$ cat src/rtl/hdb3_pkg.sv
// hdb3_pkg
// Shared definitions for the HDB3 line encoder/decoder pair.
//   - Dual-rail symbol encodings {p, n}.
//   - Pulse polarity type and its reset value. The encoder starts from the
//     same polarity, so the first pulse on the line is always positive.
//   - HDB3_MAX_ZEROS: longest legal run of zero symbols on the line.
package hdb3_pkg;

  // {p, n} rail pairs
  localparam logic [1:0] SYM_ZERO = 2'b00;
  localparam logic [1:0] SYM_POS  = 2'b10;
  localparam logic [1:0] SYM_NEG  = 2'b01;
  localparam logic [1:0] SYM_BAD  = 2'b11;

  typedef enum logic {
    POL_NEG = 1'b0,
    POL_POS = 1'b1
  } hdb3_pol_e;

  localparam hdb3_pol_e HDB3_POL_RESET = POL_NEG;

  localparam int HDB3_MAX_ZEROS = 3;

endpackage

$ cat src/rtl/hdb3_err_cnt.sv
// hdb3_err_cnt
// Saturating event counter with synchronous clear.
// Ports:
//   clk    in   clock
//   rst_n  in   asynchronous active-low reset
//   inc    in   count one event this cycle
//   clr    in   synchronous clear; wins over a coincident inc
//   count  out  ERR_W-bit count, sticks at all-ones
module hdb3_err_cnt #(
  parameter int ERR_W = 16
) (
  input  logic             clk,
  input  logic             rst_n,
  input  logic             inc,
  input  logic             clr,
  output logic [ERR_W-1:0] count
);

  always_ff @(posedge clk or negedge rst_n) begin
    if (!rst_n) begin
      count <= '0;
    end else if (clr) begin
      count <= '0;
    end else if (inc && (count != '1)) begin
      count <= count + ERR_W'(1);
    end
  end

endmodule

$ cat src/rtl/hdb3_dec.sv
// hdb3_dec
// HDB3 line decoder. Takes one dual-rail bipolar symbol per clock, recognises
// bipolar violations, strips B00V / 000V substitutions and recovers NRZ data
// three cycles later. Line-code errors are flagged in the same cycle the
// offending symbol is sampled and counted in a saturating counter.
// Ports:
//   clk        in   clock, one symbol per rising edge
//   rst_n      in   asynchronous active-low reset
//   hdb3_p     in   positive-pulse rail
//   hdb3_n     in   negative-pulse rail
//   err_clr    in   synchronous clear of err_cnt
//   data_out   out  decoded NRZ bit (symbol at edge k appears after edge k+3)
//   out_valid  out  high from the third edge after reset release onwards
//   code_err   out  one-cycle pulse for an erroneous symbol
//   err_cnt    out  saturating count of error cycles
module hdb3_dec
  import hdb3_pkg::*;
#(
  parameter int ERR_W = 16
) (
  input  logic             clk,
  input  logic             rst_n,
  input  logic             hdb3_p,
  input  logic             hdb3_n,
  input  logic             err_clr,
  output logic             data_out,
  output logic             out_valid,
  output logic             code_err,
  output logic [ERR_W-1:0] err_cnt
);

  logic [1:0] sym;
  logic       is_pos;
  logic       is_neg;
  logic       is_bad;
  logic       is_pulse;
  logic       is_v;
  logic       mark;
  logic       v_err;
  logic       run_err;
  logic       err_now;
  hdb3_pol_e  sym_pol;
  hdb3_pol_e  last_pol;

  logic [2:0] sh;
  logic [1:0] raw;
  logic [1:0] zrun;
  logic [1:0] fill;

  assign sym    = {hdb3_p, hdb3_n};
  assign is_pos = (sym == SYM_POS);
  assign is_neg = (sym == SYM_NEG);
  // Both rails high is decoded as a zero symbol and flagged.
  assign is_bad = (sym == SYM_BAD);

  assign is_pulse = is_pos | is_neg;
  assign sym_pol  = is_pos ? POL_POS : POL_NEG;

  // A pulse repeating the previous polarity is a violation.
  assign is_v = is_pulse && (sym_pol == last_pol);
  assign mark = is_pulse && !is_v;

  // A genuine substitution always has two zeros right before its V.
  assign v_err = is_v && (raw != 2'b00);

  // zrun already counts the preceding zeros; one more zero beyond the
  // limit is an error.
  assign run_err = !is_pulse && (zrun == 2'(HDB3_MAX_ZEROS));

  assign err_now = is_bad | v_err | run_err;

  // Decode pipeline. A V wipes the three bits ahead of it: two still in
  // sh[1:0] and the oldest, which would otherwise move to data_out now.
  always_ff @(posedge clk or negedge rst_n) begin
    if (!rst_n) begin
      sh       <= 3'b000;
      raw      <= 2'b00;
      data_out <= 1'b0;
      last_pol <= HDB3_POL_RESET;
    end else begin
      raw <= {raw[0], is_pulse};
      if (is_pulse) begin
        last_pol <= sym_pol;
      end
      if (is_v) begin
        sh       <= 3'b000;
        data_out <= 1'b0;
      end else begin
        sh       <= {sh[1:0], mark};
        data_out <= sh[2];
      end
    end
  end

  // Zero-run counter sticks at its limit so every further zero errors.
  always_ff @(posedge clk or negedge rst_n) begin
    if (!rst_n) begin
      zrun <= 2'd0;
    end else if (is_pulse) begin
      zrun <= 2'd0;
    end else if (zrun != 2'(HDB3_MAX_ZEROS)) begin
      zrun <= zrun + 2'd1;
    end
  end

  always_ff @(posedge clk or negedge rst_n) begin
    if (!rst_n) begin
      code_err <= 1'b0;
    end else begin
      code_err <= err_now;
    end
  end

  // Fill counter: after three edges the pipeline has been fully loaded.
  always_ff @(posedge clk or negedge rst_n) begin
    if (!rst_n) begin
      fill <= 2'd0;
    end else if (fill != 2'd3) begin
      fill <= fill + 2'd1;
    end
  end

  assign out_valid = (fill == 2'd3);

  hdb3_err_cnt #(
    .ERR_W(ERR_W)
  ) u_err_cnt (
    .clk   (clk),
    .rst_n (rst_n),
    .inc   (err_now),
    .clr   (err_clr),
    .count (err_cnt)
  );

endmodule

$ cat config.mk
export PLATFORM = sky130hd
export DESIGN_NAME = hdb3_dec
export DESIGN_NICKNAME = d
export VERILOG_FILES = /design/src/rtl/hdb3_pkg.sv /design/src/rtl/hdb3_err_cnt.sv /design/src/rtl/hdb3_dec.sv
export SDC_FILE = /design/constraint.sdc
export NUM_CORES = 1
export LEC_CHECK = 0
export CAP_MARGIN = 20
export CORE_ASPECT_RATIO = 1.25
export CORE_MARGIN = 5
export CORE_UTILIZATION = 54
export CTS_BUF_LIST = sky130_fd_sc_hd__clkbuf_4
export DETAILED_ROUTE_END_ITERATION = 7
export PLACE_DENSITY = 0.81
export SLEW_MARGIN = 5
export SYNTH_ARGS = -nofsm -noshare
export SYNTH_HDL_FRONTEND = slang
export SYNTH_HIERARCHICAL = 1
export SYNTH_SLANG_ARGS = --single-unit
$ cat constraint.sdc
create_clock -name clk -period 4.1 [get_ports clk]
set_input_delay 0.82 -clock clk [delete_from_list [all_inputs] [get_ports clk]]
set_output_delay 0.82 -clock clk [all_outputs]
set_load 0.05 [all_outputs]
* After elaboration in Yosys (flattened, before gate mapping)
Index checks and enable logic that the tools add are counted.
** Word-level totals
- Flip-flop bits (word level) :: 28
- Bits of input ports :: 5
- Output and inout port bits :: 19
** Operators by class
- Add/sub/neg operators :: 3
- Equal/unequal tests :: 9
- Muxes and demuxes :: 7
- Bitwise logic cells :: 3
- Reductions and logical operators :: 10
** Operator list (count)
- two-way mux 16 bit :: 2
- adder 16 x 1 -> 16 bit (second input constant) :: 1
- != test 16 bit (second input constant) :: 1
- equality test 2 bit (second input constant) :: 4
- nonzero test 2 bit :: 3
- logical AND 1 bit :: 5
- adder 2 x 1 -> 2 bit (second input constant) :: 2
- two-way mux 2 bit :: 2
- != test 2 bit (second input constant) :: 2
- two-way mux 3 bit :: 1
- OR 1 bit :: 3
- equality test 2 x 1 -> 1 bit (second input constant) :: 1
- zero test 1 bit :: 2
- two-way mux 1 bit :: 2
- equality test 1 bit :: 1

* Longest topological paths before layout
Gate-level depths: netlist of run 1.
- Depth after elaboration :: 10
- Depth in mapped cells :: 9
- Mapped depth without buffers :: 7

* Modules after synthesis
Netlist of run 1, hierarchy kept.
** Modules (own cells, without submodules)
- hdb3_err_cnt :: times used 1, cells an instance 98, area each 942.2 sq um
- hdb3_dec :: times used 1, cells an instance 33, area each 476.7 sq um

* Least setup slack after synthesis of run 1
Ideal clock, no wire load.
- Kind :: in2reg
- Start :: input hdb3_n
- End :: register u_err_cnt.count[3]
- Setup time :: 78 ps
- Arrival :: 2751 ps
- Setup slack :: 1271 ps
- Stages on the path :: 8
- Buffers on the path :: 1
- Cell sequence :: inv_1 -> ha_1 -> xor2_2 -> o31ai_1 -> inv_1 -> clkbuf_1 -> or4_2 -> a21oi_1
** Between the ends
- Cells in the longest elaborated chain, start to end :: 9
- Elaborated cells on any way between the ends :: 14
** RTL lines
- from (decl) :: line hdb3_dec.sv:24 : input logic hdb3_n,
- equality test 2 bit * :: line hdb3_dec.sv:51 : assign is_pos = (sym == SYM_POS);
- named net is_pos :: line hdb3_dec.sv:33 : logic is_pos;
- two-way mux 1 bit :: line hdb3_dec.sv:57 : assign sym_pol = is_pos ? POL_POS : POL_NEG;
- equality test 1 bit :: line hdb3_dec.sv:60 : assign is_v = is_pulse && (sym_pol == last_pol);
- logical AND 1 bit :: line hdb3_dec.sv:60
- logical AND 1 bit :: line hdb3_dec.sv:64 : assign v_err = is_v && (raw != 2'b00);
- OR 1 bit :: line hdb3_dec.sv:70 : assign err_now = is_bad | v_err | run_err;
- OR 1 bit * :: line hdb3_dec.sv:70
- named net err_now :: line hdb3_dec.sv:41 : logic err_now;
- logical AND 1 bit * :: line hdb3_err_cnt.sv:24 : end else if (inc && (count != '1)) begin
- nonzero test 2 bit (no line) *
- to (signal assigned) :: line hdb3_err_cnt.sv:25 : count <= count + ERR_W'(1);
- to (decl) :: line hdb3_err_cnt.sv:16 : output logic [ERR_W-1:0] count
The timed path passes the listed nets; every way through them passes the cells marked *.
A chain may end at the register's enable or synchronous reset.

* Worst setup path in the final report of run 1
- Start :: input hdb3_n
- End :: register u_err_cnt.count[9]
The elaborated chain is that of the path after synthesis.

==> impl_metrics.xml, run 1 <==
<?xml version="1.0" encoding="UTF-8"?>
<metrics>
  <group name="outcome">
    <metric name="run_status" unit="">completed</metric>
  </group>
  <group name="clock_tree">
    <metric name="h-tree-depth" unit="">1</metric>
    <metric name="cts-resized-gates" unit="">0</metric>
    <metric name="cts_root_buf" unit="">clkbuf_4</metric>
    <metric name="cts_max_path_buffers" unit="">2</metric>
    <metric name="post-cts-setup-buffer-count" unit="">0</metric>
    <metric name="numCtsBuffers" unit="">3</metric>
    <metric name="post_cts_hold_buffer_count" unit="">0</metric>
    <metric name="cts_tree" unit="">yes</metric>
    <metric name="clkLatencyLatePin" unit="ns">0.32</metric>
    <metric name="clk_pin_slew_worst_paths" unit="ns">0.14</metric>
    <metric name="cts.sinks" unit="">28</metric>
  </group>
  <group name="die">
    <metric name="number_of_standard_cell_rows_in_the_floorplan" unit="">20</metric>
    <metric name="die_height" unit="µm">67.3</metric>
    <metric name="dieWidth" unit="µm">55.8</metric>
    <metric name="initial_utilization" unit="%">57.3</metric>
    <metric name="number_of_placed_i_o_pins" unit="">24</metric>
    <metric name="floorplan.die_area" unit="µm²">3760</metric>
    <metric name="coreArea" unit="µm²">2480</metric>
  </group>
  <group name="timing">
    <metric name="setup-tns-final" unit="ns">0</metric>
    <metric name="setup_viol_count_final" unit="">0</metric>
    <metric name="final-max-slew-violation-count" unit="">0</metric>
    <metric name="final_min_period_over_clock_period" unit="%">74.9</metric>
    <metric name="max_slew.worst_pin.slew" unit="ns">0.843</metric>
    <metric name="timing.final.hold_violations" unit="">0</metric>
    <metric name="final.setup_skew" unit="ns">0.00158</metric>
    <metric name="timing.max_slew.rel_slack" unit="%">43.4</metric>
    <metric name="hold_slack" unit="ns">0.395</metric>
    <metric name="grt_setup_unrepaired" unit="">no</metric>
    <metric name="fmaxAchievable" unit="MHz">326</metric>
    <metric name="finalCriticalPeriod" unit="ns">3.07</metric>
  </group>
  <group name="placement">
    <metric name="detailed_place_hpwl" unit="mm">2.05</metric>
    <metric name="io_buffers" unit="">23</metric>
    <metric name="place_congestion" unit="">0.811</metric>
  </group>
  <group name="logic_synthesis">
    <metric name="syn_area_per_cell" unit="µm²">10.8</metric>
    <metric name="synth.net_count" unit="">141</metric>
    <metric name="post_synth_main_area_contributors" unit="">dfrtp_1, ha_1, a21oi_1</metric>
    <metric name="most_instantiated_library_cell_after_synthesis" unit="">dfrtp_1</metric>
    <metric name="synth_ff_type" unit="">dfrtp_1</metric>
    <metric name="synth_seq_area_share" unit="%">49.4</metric>
    <metric name="synthDominantAreaCellType" unit="">dfrtp_1</metric>
    <metric name="synth_async_sr_flop_share" unit="%">100</metric>
    <metric name="ys_ff_latch" unit="">28</metric>
    <metric name="synth_edf_count" unit="">0</metric>
    <metric name="synth.yosys.warnings" unit="">6</metric>
    <metric name="synthCells" unit="">131</metric>
    <metric name="post_synth_instance_area" unit="µm²">1420</metric>
    <metric name="synth_top_cell_area_share" unit="%">49.4</metric>
    <metric name="synthTopCellsByCount" unit="">dfrtp_1, a21oi_1, o31ai_1</metric>
    <metric name="synth_cell_types" unit="">35</metric>
  </group>
  <group name="drt">
    <metric name="drt-pass1-iter-count" unit="">4</metric>
    <metric name="wirelength" unit="mm">2.80</metric>
    <metric name="1st_iter_drt_viols" unit="">37</metric>
    <metric name="wire_per_inst" unit="µm">14.9</metric>
    <metric name="vias" unit="">1113</metric>
    <metric name="routed_via_density" unit="">5.92</metric>
    <metric name="number_of_routed_nets_with_antenna_violations" unit="">0</metric>
    <metric name="remaining_routing_drc_violations" unit="">0</metric>
  </group>
  <group name="critical_path">
    <metric name="worstSetupPathType" unit="">input pin to flip-flop</metric>
    <metric name="path_cells" unit="">clkdlybuf4s50_1 &gt; inv_1 &gt; ha_1 &gt; xor2_2 &gt; o31ai_1 &gt; buf_4 &gt; inv_1 &gt; nor4_1 &gt; mux2_1</metric>
    <metric name="worst_path_slowest_cell" unit="">nor4_1</metric>
    <metric name="worstPathRequired" unit="ns">4.33</metric>
    <metric name="critical-path-top-cell-by-count" unit="">inv_1</metric>
    <metric name="timing.critical_path.fanout_max" unit="">22</metric>
    <metric name="cp.arrival" unit="ns">3.30</metric>
    <metric name="worst-r2r-setup-slack" unit="ns">1.81</metric>
    <metric name="timing.critical_path.to_type" unit="">flip-flop</metric>
    <metric name="startpoint_type" unit="">input pin</metric>
    <metric name="timing.critical_path.slowest_cell_delay" unit="ns">0.51</metric>
    <metric name="cp_num_buf_inv" unit="">4</metric>
    <metric name="path_delay_family" unit="">buffers and inverters</metric>
  </group>
  <group name="global_routing">
    <metric name="top_usage_layer" unit="">met2</metric>
    <metric name="first_global_vias" unit="">1132</metric>
    <metric name="global_route_wire_length_before_repair" unit="mm">4.91</metric>
    <metric name="grt_max_degree" unit="">29</metric>
    <metric name="use_met1" unit="%">17.3</metric>
    <metric name="globalRoute.totalOverflow" unit="">0</metric>
    <metric name="global_route.usage.met3" unit="%">2.49</metric>
    <metric name="globalRouteTotalUtil" unit="%">16.5</metric>
    <metric name="grtUsageMet2" unit="%">33.7</metric>
    <metric name="grt_antenna_before_repair" unit="">0</metric>
  </group>
  <group name="hold_path">
    <metric name="worstHoldPathType" unit="">flip-flop to flip-flop</metric>
  </group>
  <group name="power_and_ir_drop">
    <metric name="power.density" unit="nW/µm²">315</metric>
    <metric name="vdd_drop_max" unit="µV">297</metric>
    <metric name="leakagePower" unit="nW">0.710</metric>
  </group>
  <group name="flow_run">
    <metric name="timing.max_cap.violations" unit="">0</metric>
  </group>
  <group name="final_layout">
    <metric name="sequential_cell_area_in_the_final_layout" unit="µm²">701</metric>
    <metric name="n_fill_cell" unit="">187</metric>
    <metric name="n_antenna_cell" unit="">0</metric>
    <metric name="final_nets" unit="">166</metric>
    <metric name="post_route_cells_drive_above_1_share" unit="%">11.0</metric>
    <metric name="area_growth_syn_to_layout" unit="%">20.2</metric>
    <metric name="multiInputGateArea" unit="µm²">673</metric>
  </group>
</metrics>
[path summary, 6_finish.rpt]
path                                          from                  end  cells after the start
worst min-delay path                        raw[0]               raw[1]                      0
max in group asynchronous                    rst_n   u_err_cnt/count[7]                      2
worst max-delay path                        hdb3_n   u_err_cnt/count[9]                      9
min in group asynchronous                    rst_n  u_err_cnt/count[15]                      2
worst max register to register  u_err_cnt/count[0]   u_err_cnt/count[9]                      5
worst min register to register              raw[0]               raw[1]                      0
[worst reg2reg max path: stages, from the launching register on]
cell     delay, ns
dfrtp_1       0.46
ha_1          0.25
nand4_2       0.14
nor4_4        0.79
nor4_1        0.19
mux2_1        0.36
[final cells by class]
class,instances,area share (%)
flip-flops and latches,28,41.1
multi-input cells,93,39.5
repair buffers,25,14.4
well taps,33,2.42
clock buffers,3,1.32
inverters,5,1.10
clock inverters,1,0.220
[cells by family after synthesis]
group,count (synthesis),share of synthesized area (%)
buf+inv,10,3.17
flops,28,49.4
mux,7,5.47
fa+ha+maj,5,4.41
simple gates,49,22.0
xor+xnor,3,2.38
compound gates,29,13.2
[state kept, by name (all words and copies together), names as in the netlist]
register / count
code_err: 1
data_out: 1
fill: 2
last_pol: 1
raw: 2
sh: 3
u_err_cnt/count: 16
zrun: 2
[metrics by stage]
stage | setup slack (ns) | total power, W | instance area (µm²) | std cells | utilization (%)
floorplan | 1.27 | 0.000391 | 1420 | 131 | -
global placement | 0.766 | 0.000423 | 1680 | 184 | 67.8
detailed placement | 0.685 | 0.000430 | 1680 | 184 | 67.8
CTS | 1.04 | 0.000543 | 1710 | 188 | 68.8
global route | 0.878 | 0.000571 | 1710 | 188 | 68.8
finish | 1.03 | 0.000538 | 1710 | 188 | 68.8
[power breakdown]
part | internal, W | total [W] | leakage, nW | switching [W]
sequential | 0.000297 | 0.000312 | 0.368 | 0.0000146
clock | 0.0000358 | 0.000114 | 0.0154 | 0.0000784
combinational | 0.0000412 | 0.000112 | 0.327 | 0.0000706
[cells in the final DEF (no fill, tap or decap), types with 3 or more instances in the layout]
cell type        count
nor2_1               7
nand3_1              3
ha_1                 5
inv_1                5
nor4_1               4
or4_1                5
nand4_1              6
a21oi_1             12
dfrtp_1             28
o21ai_1              3
o21a_1               3
nand2_1              6
o31ai_1              8
clkdlybuf4s50_1     23
mux2_1               4
clkbuf_4             3
nor2b_1              4
[routing by layer]
metal  part of all wire, %  wire, µm
met3                   3.9       110
met2                    53      1470
met5                     0         0
met4                  0.75        21
met1                    43      1190
(Power assumes the default switching activity.)
==> run 2, diff against run 1 <==
--- a/config.mk
+++ b/config.mk
@@ -8,10 +8,10 @@
 export CAP_MARGIN = 20
 export CORE_ASPECT_RATIO = 1.25
 export CORE_MARGIN = 5
-export CORE_UTILIZATION = 54
+export CORE_UTILIZATION = 49
 export CTS_BUF_LIST = sky130_fd_sc_hd__clkbuf_4
 export DETAILED_ROUTE_END_ITERATION = 7
-export PLACE_DENSITY = 0.81
+export PLACE_DENSITY = 0.78
 export SLEW_MARGIN = 5
 export SYNTH_ARGS = -nofsm -noshare
 export SYNTH_HDL_FRONTEND = slang
==> constraint.sdc (replaced) <==
create_clock -name clk -period 2.5 [get_ports clk]
set_input_delay 0.5 -clock clk [delete_from_list [all_inputs] [get_ports clk]]
set_output_delay 0.5 -clock clk [all_outputs]
set_load 0.05 [all_outputs]
==> run 2 against run 1 <==
Compared with the run above: sequential share of layout area shrank 2.9 points; critical path depth increased by 1; sequential power is 63% higher; clock skew is 0.00095 ns higher; global-route usage up 0.25 points; clock power increased to 2.6 times the previous value; combinational power grew 100%; die area grew 8.5%; utilization down 1.6 points; flip-flop and latch count stayed put; setup slack got worse by 0.94 ns; design area increased by 7.7%; critical path type unchanged.
==> impl_metrics.xml, run 2 (synthesis results as in run 1) <==
<?xml version="1.0" encoding="UTF-8"?>
<metrics>
  <group name="global_routing">
    <metric name="first_global_vias" unit="">1186</metric>
    <metric name="globalRoute.totalOverflow" unit="">0</metric>
    <metric name="global_route_wire_length_before_repair" unit="mm">5.38</metric>
    <metric name="grt_max_degree" unit="">19</metric>
    <metric name="globalRouteTotalUtil" unit="%">16.8</metric>
    <metric name="grt_antenna_before_repair" unit="">0</metric>
  </group>
  <group name="clock_tree">
    <metric name="cts.sinks" unit="">28</metric>
    <metric name="h-tree-depth" unit="">1</metric>
    <metric name="clkLatencyLatePin" unit="ns">0.33</metric>
    <metric name="cts_root_buf" unit="">clkbuf_4</metric>
    <metric name="cts_max_path_buffers" unit="">2</metric>
    <metric name="cts_tree" unit="">yes</metric>
    <metric name="post-cts-setup-buffer-count" unit="">0</metric>
    <metric name="clk_pin_slew_worst_paths" unit="ns">0.15</metric>
    <metric name="numCtsBuffers" unit="">3</metric>
  </group>
  <group name="die">
    <metric name="number_of_standard_cell_rows_in_the_floorplan" unit="">21</metric>
    <metric name="number_of_placed_i_o_pins" unit="">24</metric>
    <metric name="floorplan.die_area" unit="µm²">4080</metric>
    <metric name="die_height" unit="µm">70.2</metric>
    <metric name="coreArea" unit="µm²">2730</metric>
    <metric name="dieWidth" unit="µm">58.1</metric>
    <metric name="initial_utilization" unit="%">51.9</metric>
  </group>
  <group name="timing">
    <metric name="timing.max_slew.rel_slack" unit="%">63.4</metric>
    <metric name="setup_viol_count_final" unit="">0</metric>
    <metric name="hold_slack" unit="ns">0.409</metric>
    <metric name="final.setup_skew" unit="ns">0.00252</metric>
    <metric name="fmaxAchievable" unit="MHz">414</metric>
    <metric name="finalCriticalPeriod" unit="ns">2.42</metric>
    <metric name="max_slew.worst_pin.slew" unit="ns">0.547</metric>
    <metric name="final_min_period_over_clock_period" unit="%">96.6</metric>
    <metric name="timing.final.hold_violations" unit="">0</metric>
    <metric name="grt_setup_unrepaired" unit="">no</metric>
    <metric name="final-max-slew-violation-count" unit="">0</metric>
  </group>
  <group name="final_layout">
    <metric name="final_common_cell" unit="">dfrtp_1</metric>
    <metric name="post_route_cells_drive_above_1_share" unit="%">19.5</metric>
    <metric name="layout.core_utilization" unit="%">67.2</metric>
    <metric name="reg.largest.list" unit="">u_err_cnt/count (16), sh (3)</metric>
    <metric name="n_antenna_cell" unit="">0</metric>
    <metric name="finalNonFillerCells" unit="">198</metric>
    <metric name="area_growth_syn_to_layout" unit="%">29.5</metric>
    <metric name="n_fill_cell" unit="">231</metric>
    <metric name="largest_register" unit="">u_err_cnt/count</metric>
    <metric name="top_library_cells_by_usage_in_the_layout_fill_and_taps_aside" unit="">dfrtp_1, clkdlybuf4s50_1, a21oi_1</metric>
    <metric name="sequential_cell_area_in_the_final_layout" unit="µm²">701</metric>
    <metric name="largest_reg_flops" unit="">16</metric>
    <metric name="final_nets" unit="">175</metric>
    <metric name="multiInputGateArea" unit="µm²">697</metric>
  </group>
  <group name="placement">
    <metric name="detailed_place_hpwl" unit="mm">2.21</metric>
    <metric name="place_congestion" unit="">0.808</metric>
    <metric name="placed_cells_incl_taps" unit="">194</metric>
    <metric name="io_buffers" unit="">23</metric>
  </group>
  <group name="critical_path">
    <metric name="timing.critical_path.slowest_cell_delay" unit="ns">0.48</metric>
    <metric name="worstPathRequired" unit="ns">2.77</metric>
    <metric name="timing.critical_path.fanout_max" unit="">2</metric>
    <metric name="critical-path-top-cell-by-count" unit="">buf_4</metric>
    <metric name="cp.arrival" unit="ns">2.68</metric>
    <metric name="startpoint_type" unit="">input pin</metric>
    <metric name="worstSetupPathType" unit="">input pin to flip-flop</metric>
    <metric name="worst_path_slowest_cell" unit="">clkdlybuf4s50_1</metric>
    <metric name="path_cells" unit="">clkdlybuf4s50_1 &gt; inv_1 &gt; ha_1 &gt; xor2_2 &gt; o31ai_2 &gt; buf_4 &gt; nand3_1 &gt; buf_4 &gt; or3_2 &gt; a21oi_1</metric>
    <metric name="timing.critical_path.to_type" unit="">flip-flop</metric>
  </group>
  <group name="drt">
    <metric name="drt-pass1-iter-count" unit="">4</metric>
    <metric name="routed_via_density" unit="">5.77</metric>
    <metric name="vias" unit="">1142</metric>
    <metric name="wire_per_inst" unit="µm">15.4</metric>
    <metric name="number_of_routed_nets_with_antenna_violations" unit="">0</metric>
    <metric name="wirelength" unit="mm">3.06</metric>
    <metric name="1st_iter_drt_viols" unit="">33</metric>
    <metric name="remaining_routing_drc_violations" unit="">0</metric>
  </group>
  <group name="outcome">
    <metric name="run_status" unit="">completed</metric>
  </group>
  <group name="flow_run">
    <metric name="timing.max_cap.violations" unit="">0</metric>
  </group>
  <group name="power_and_ir_drop">
    <metric name="leakagePower" unit="nW">0.772</metric>
    <metric name="power.density" unit="nW/µm²">562</metric>
    <metric name="post-layout-total-power" unit="W">0.00103</metric>
    <metric name="vdd_drop_max" unit="µV">517</metric>
  </group>
  <group name="hold_path">
    <metric name="worstHoldPathType" unit="">flip-flop to flip-flop</metric>
  </group>
</metrics>
## run 2: final timing paths
check,start,endpoint,slack [ns],depth (start not counted)
min reg2reg,raw[0],raw[1],0.41,0
min in group asynchronous,rst_n,data_out,0.47,1
max in group asynchronous,rst_n,u_err_cnt/count[11],1.42,2
max reg2reg,last_pol,u_err_cnt/count[5],0.58,7
min,raw[0],raw[1],0.41,0
max,hdb3_n,u_err_cnt/count[5],0.08,10
## run 2: report_power, final
part | switching [W] | leakage, nW | total (W) | internal (W)
clock network | 0.000134 | 0.0279 | 0.000296 | 0.000162
logic | 0.000129 | 0.376 | 0.000226 | 0.0000966
registers | 0.0000227 | 0.368 | 0.000510 | 0.000487
total | 0.000285 | 0.772 | 0.00103 | 0.000746
## run 2: per-stage QoR
stage	instance area, µm²	TNS (ns)	setup slack [ns]
finish	1840	0	0.0845
global route	1840	0	0.00339
CTS	1820	0	0.0349
detailed placement	1770	-3.21	-0.411
global placement	1770	-2.57	-0.306
floorplan	1420	0	0.102
## run 2: cell type report
cell class / instances / share of cell area (%)
clock buffers: 3 / 1.23
clock inverters: 1 / 1.63
inverters: 5 / 1.02
multi-input cells: 93 / 37.9
flip-flops and latches: 28 / 38.1
well taps: 34 / 2.32
repair buffers: 34 / 17.7
## run 2: routing by layer
layer	track usage [%]	vias up	wire length [µm]	share of wire (%)
li1	-	560	-	-
met1	22.1	548	1360	45
met2	26.8	30	1490	49
met3	3.31	4	156	5.1
met4	6.19	0	44	1.4
met5	0	-	0	0
## run 2: timing repair
item                                    in CTS  in global routing
pin swaps                                    0                  0
gates resized for setup                      1                  3
endpoints found under the setup margin       1                  3
hold buffers                                 0                  0
## run 2: critical path: cells and delay by family
kind	cells	cell delay (ns)
compound gates	2	0.43
xor+xnor	1	0.19
fa+ha+maj	1	0.21
buf+inv	4	0.85
simple gates	2	0.50
